## config.mk

```make
export PLATFORM = sky130hd
export DESIGN_NAME = force_override_bank
export DESIGN_NICKNAME = d
export VERILOG_FILES = /design/src/rtl/force_pkg.sv /design/src/rtl/force_chan.sv /design/src/rtl/force_override_bank.sv
export SDC_FILE = /design/constraint.sdc
export NUM_CORES = 1
export LEC_CHECK = 0
export ABC_AREA = 1
export CAP_MARGIN = 10
export CORE_ASPECT_RATIO = 2
export CORE_MARGIN = 1.5
export CORE_UTILIZATION = 30
export DETAILED_ROUTE_END_ITERATION = 16
export DONT_BUFFER_PORTS = 1
export GPL_ROUTABILITY_DRIVEN = 0
export GPL_TIMING_DRIVEN = 0
export PLACE_DENSITY = 0.43
export SETUP_SLACK_MARGIN = 0.1
export SLEW_MARGIN = 20
export SYNTH_ARGS = -nofsm -noshare
export SYNTH_HDL_FRONTEND = slang
export SYNTH_HIERARCHICAL = 1
export SYNTH_SLANG_ARGS = --single-unit
```

## constraint.sdc

```tcl
create_clock -name clk -period 1.3 [get_ports clk]
set_clock_uncertainty 0.05 [all_clocks]
set_input_delay 0.39 -clock clk [delete_from_list [all_inputs] [get_ports clk]]
set_output_delay 0.39 -clock clk [all_outputs]
set_load 0.005 [all_outputs]
```

## src/rtl/force_pkg.sv

```systemverilog
// Shared types and default sizes for the force/release override bank.
package force_pkg;

   // Default geometry of the bank.
   localparam int unsigned DEF_WIDTH     = 32;
   localparam int unsigned DEF_NCH       = 4;
   localparam logic [31:0] DEF_RESET_VAL = 32'h666;

   // Channel semantics: variable retains a released value, net falls back to its driver.
   typedef enum logic {
      FM_VAR = 1'b0,
      FM_NET = 1'b1
   } force_mode_e;

   // Architectural state of one channel at the default width.
   typedef struct packed {
      logic [DEF_WIDTH-1:0] pval;
      logic [DEF_WIDTH-1:0] fmask;
      logic [DEF_WIDTH-1:0] fval;
   } chan_state_t;

endpackage

```

## src/rtl/force_chan.sv

```systemverilog
// One channel of the override bank: procedural value plus per-bit force mask/value.
// Per-bit priority within an edge is release, then force, then write.
module force_chan
   import force_pkg::*;
#(
   parameter int unsigned       WIDTH     = DEF_WIDTH,
   parameter logic [WIDTH-1:0]  RESET_VAL = WIDTH'(DEF_RESET_VAL),
   parameter force_mode_e       MODE      = FM_VAR
) (
   input  logic             clk,
   input  logic             rst,
   input  logic             wr_en,
   input  logic [WIDTH-1:0] wr_data,
   input  logic             force_en,
   input  logic [WIDTH-1:0] force_mask,
   input  logic [WIDTH-1:0] force_data,
   input  logic             release_en,
   input  logic [WIDTH-1:0] release_mask,
   output logic [WIDTH-1:0] val,
   output logic             forced,
   output logic             wr_blocked
);

   logic [WIDTH-1:0] pval_q,  pval_d;
   logic [WIDTH-1:0] fmask_q, fmask_d;
   logic [WIDTH-1:0] fval_q,  fval_d;
   logic             wr_blocked_q, wr_blocked_d;

   logic [WIDTH-1:0] rel_bits;
   logic [WIDTH-1:0] frc_bits;
   logic [WIDTH-1:0] fmask_mid;
   logic [WIDTH-1:0] pval_mid;

   // Next-state: apply release, then force, then the procedural write.
   always_comb begin
      // NOTE: every signal gets a default first so no path leaves it unassigned (no latch).
      rel_bits     = '0;
      frc_bits     = '0;
      fmask_mid    = fmask_q;
      pval_mid     = pval_q;
      fmask_d      = fmask_q;
      fval_d       = fval_q;
      pval_d       = pval_q;
      wr_blocked_d = 1'b0;

      if (release_en) rel_bits = release_mask;
      if (force_en)   frc_bits = force_mask;

      // Release. In variable mode only bits that are actually forced hand their
      // forced value over to pval; releasing an unforced bit changes nothing.
      fmask_mid = fmask_q & ~rel_bits;
      if (MODE == FM_VAR) begin
         pval_mid = (pval_q & ~(rel_bits & fmask_q)) | (fval_q & rel_bits & fmask_q);
      end

      // Force: wins over a release of the same bit in the same cycle.
      fmask_d = fmask_mid | frc_bits;
      fval_d  = (fval_q & ~frc_bits) | (force_data & frc_bits);

      // Write: net mode always updates the driver; variable mode skips forced bits.
      pval_d = pval_mid;
      if (wr_en) begin
         if (MODE == FM_NET) begin
            pval_d = wr_data;
         end else begin
            pval_d       = (pval_mid & fmask_d) | (wr_data & ~fmask_d);
            wr_blocked_d = &fmask_d;
         end
      end
   end

   // State register with synchronous active-high reset.
   always_ff @(posedge clk) begin
      // NOTE: sequential state uses non-blocking assignments so all flops update together.
      if (rst) begin
         pval_q       <= RESET_VAL;
         fmask_q      <= '0;
         fval_q       <= '0;
         wr_blocked_q <= 1'b0;
      end else begin
         pval_q       <= pval_d;
         fmask_q      <= fmask_d;
         fval_q       <= fval_d;
         wr_blocked_q <= wr_blocked_d;
      end
   end

   assign val        = (fmask_q & fval_q) | (~fmask_q & pval_q);
   assign forced     = |fmask_q;
   assign wr_blocked = wr_blocked_q;

endmodule

```

## src/rtl/force_override_bank.sv

```systemverilog
// Multi-channel force/release override bank: NCH independent force_chan instances.
module force_override_bank
   import force_pkg::*;
#(
   parameter int unsigned       WIDTH     = DEF_WIDTH,
   parameter int unsigned       NCH       = DEF_NCH,
   parameter logic [WIDTH-1:0]  RESET_VAL = WIDTH'(DEF_RESET_VAL),
   parameter logic [NCH-1:0]    NET_MODE  = '0
) (
   input  logic                 clk,
   input  logic                 rst,
   input  logic [NCH-1:0]       wr_en,
   input  logic [NCH*WIDTH-1:0] wr_data,
   input  logic [NCH-1:0]       force_en,
   input  logic [NCH*WIDTH-1:0] force_mask,
   input  logic [NCH*WIDTH-1:0] force_data,
   input  logic [NCH-1:0]       release_en,
   input  logic [NCH*WIDTH-1:0] release_mask,
   output logic [NCH*WIDTH-1:0] val,
   output logic [NCH-1:0]       forced,
   output logic [NCH-1:0]       wr_blocked
);

   for (genvar c = 0; c < NCH; c++) begin : g_chan
      force_chan #(
         .WIDTH     (WIDTH),
         .RESET_VAL (RESET_VAL),
         .MODE      (NET_MODE[c] ? FM_NET : FM_VAR)
      ) u_chan (
         .clk          (clk),
         .rst          (rst),
         .wr_en        (wr_en[c]),
         .wr_data      (wr_data[c*WIDTH +: WIDTH]),
         .force_en     (force_en[c]),
         .force_mask   (force_mask[c*WIDTH +: WIDTH]),
         .force_data   (force_data[c*WIDTH +: WIDTH]),
         .release_en   (release_en[c]),
         .release_mask (release_mask[c*WIDTH +: WIDTH]),
         .val          (val[c*WIDTH +: WIDTH]),
         .forced       (forced[c]),
         .wr_blocked   (wr_blocked[c])
      );
   end

endmodule

```

==> metrics.txt <==
outcome=complete, but fails checks; failing checks=negative setup slack; Avg Inst Size Synth=6.64 sq um; antenna viol nets, final=0; post-synthesis net count=3466; HP Class=in -> reg; Critical-path top delay cell=dfxtp_4; leakage power=11.1 nW; Synth area leader=dfxtp_1; detailed-route vias per instance=5.03; TritonCTS Sinks=388; GRT Total Usage=25.8%; clock latency at the later pin of the worst-skew pair=about 560 ps; Die Wd=183 um; die height=364 um; DIE AREA=66700 sq um; synth cell count leaders=nand2_1 (696), dfxtp_1 (388), inv_1 (384); PwrDens=~1200 nW/um^2; startpoint class of the critical path=flop; min cycle time layout=2100 ps; library cells used by synthesis=21; H-tree Lvls=2; Seq/Total Area, Yosys=about 40%; CP Class=reg -> out; area fraction of the dominant cell type after synthesis=39.8%; CP max stage delay=370 ps; Synth Warn #=6; WP data required=around 860 ps; largest cells by area after synthesis=dfxtp_1 (40%), nand2_1 (13%), o21ai_0 (7.8%); I/O Pins=~660; GR Overflow Total=0; Max IR drop VDD=between 900 and 1000 uV; Final setup viols=139; Clk pin slew, worst setup/hold paths=60 ps; Post-synth EDFFs=0; layout cell share with drive strength beyond 1=approximately 24%; Area Overhead vs Synth=43.7%; worst reg2reg endpoint=g_chan[0].u_chan/wr_blocked; area of placed instances=just over 20000 sq um; R2R Setup Slk=-60 ps; DP HPWL=68700 um; CTS tree=yes; post-synthesis register bit count=388; Routed WL=89200 um; Max Freq=between 400 and 500 MHz; First DRT Iteration DRCs=948; reg-to-reg startpoint=g_chan[0].u_chan/fmask_q[11]; drt drc=0; Max-Cap Viols=0; Post-layout nets=3903; drt wl/cell=20.8 um; vias post-DR=21.6k; final instance area=28000 sq um; critical path cell sequence=nor4_4 > nand4_1 > nor2_1 > nand2_1; hold_sp=wr_data[27]; post-route setup slack=-803 ps; FFs w/ async S/R, synth=0%; Worst Hold Path Cells=2; path depth of the worst reg2reg path=7; CP arrival=1660 ps; site row count=~130; TritonRoute pass-1 iters=7; vias in the first global route=22.1k; Hold EP=g_chan[0].u_chan/pval_q[27]; CORE AREA=approximately 65000 sq um; Min Hold Slack=about 28 ps; cell area after synthesis=between 15000 and 20000 sq um; initial antenna violation count=11; Tcrit/Tclk final=162%; wire length of the first global-routing pass=131000 um; crit end category=primary output; Rel. slew slack=44.5%; Slew Viols, Final=0; final setup TNS=-39120 ps; Root Buffer=clkbuf_16; count leader, synth=nand2_1; PortBufs=0; Pwr Total=32.4 mW; Num CTS Buffers=between 40 and 50; post-layout util=43.4%; Crit Path Max Fanout=5; Slew @ Worst Pin=832 ps; initial core utilization=30.2%; unrepaired setup endpoints after global routing=true; final hold violation count=0; Main synth FF type=dfxtp_1; number of standard cells after synthesis=2940; clock buffer depth=3; largest net degree at the start of global routing=15
worst max-delay path by stage:
stage	startpoint	endpoint	slack, ps	cells after the start
after floorplan	release_en[0]	g_chan[0].u_chan/wr_blocked	40	11
after global placement	g_chan[2].u_chan/fmask_q[11]	forced[2]	-570	4
after detailed placement	g_chan[2].u_chan/fmask_q[11]	forced[2]	-580	4
after CTS	g_chan[2].u_chan/fmask_q[11]	forced[2]	-900	4
after global routing	g_chan[3].u_chan/fmask_q[16]	forced[3]	-910	4
final	g_chan[0].u_chan/fmask_q[18]	forced[0]	-800	4
what timing repair did:
action	in CTS	in global routing
hold buffers	375	0
buffers inserted	11	11
pin swaps	51	61
hold endpoints to repair	251	0
endpoints found under the setup margin	146	190
gates resized for setup	597	200
layer usage:
metal | share of wire [%] | global-route usage [%] | vias to the layer above | wire (um)
li1 | - | - | 10469 | -
met1 | 35 | 25.4 | 10125 | 31300
met2 | 53 | 49.7 | 799 | 47100
met3 | 8.6 | 7.89 | 152 | 7660
met4 | 3.5 | 9.58 | 10 | 3150
met5 | 0.080 | 0 | - | 71
critical path, delay by kind of cell, from the launching register on:
kind | cells | cell delay (ps)
simple gates | 4 | 740
flops | 1 | 370
report_power, final:
part	total, mW	internal (mW)	switching (mW)
clock network	12.4	7.08	5.36
logic	6.56	2.65	3.90
registers	13.4	12.7	0.697
total	32.4	22.5	9.95
area by class of cell:
type / count / area (sq um)
antenna: 6 / 15.0
buffer: 100 / 754
clock buffer: 60 / 1250
clock inverter: 15 / 138
fill: 6716 / 36500
inverter: 388 / 1530
multi-input combinational: 2064 / 11200
sequential: 388 / 8150
tap: 871 / 1090
timing repair buffer: 394 / 3930
cells in the final DEF (no fill, tap or decap), types with 16 or more instances in the layout:
cell type,Yosys,final
nor2_2,4,58
inv_4,0,31
clkbuf_16,0,43
dlygate4sd3_1,0,374
o21ai_2,0,66
nor3_2,40,41
o21ai_1,84,61
nor2_4,0,16
dfxtp_2,0,94
o21ai_4,0,41
buf_6,20,28
nand3_2,40,41
inv_1,384,294
dfxtp_1,388,223
nand2_2,32,86
a21oi_2,0,53
nand3_1,96,95
nand2_1,696,638
inv_2,0,59
clkbuf_1,60,50
a21oi_1,296,229
nor3_1,168,167
dfxtp_4,0,71
nand4_1,20,20
nor2_1,276,206
o21ai_0,304,220
cell families (layout without fill, tap and decap cells):
family          count (synthesis)  in the layout  share of synthesized area, %
compound gates                684            684                          17.5
other cells                     0              6                             0
buf+inv                       488            957                          11.0
simple gates                 1380           1380                          31.6
flops                         388            388                          39.8
per-stage QoR:
step | worst slack, ps | instances
floorplan | 42.1 | 2940
global placement | -572 | 3811
detailed placement | -575 | 3811
CTS | -903 | 4272
global route | -907 | 4286
finish | -803 | 4286
(Power assumes the default switching activity.)
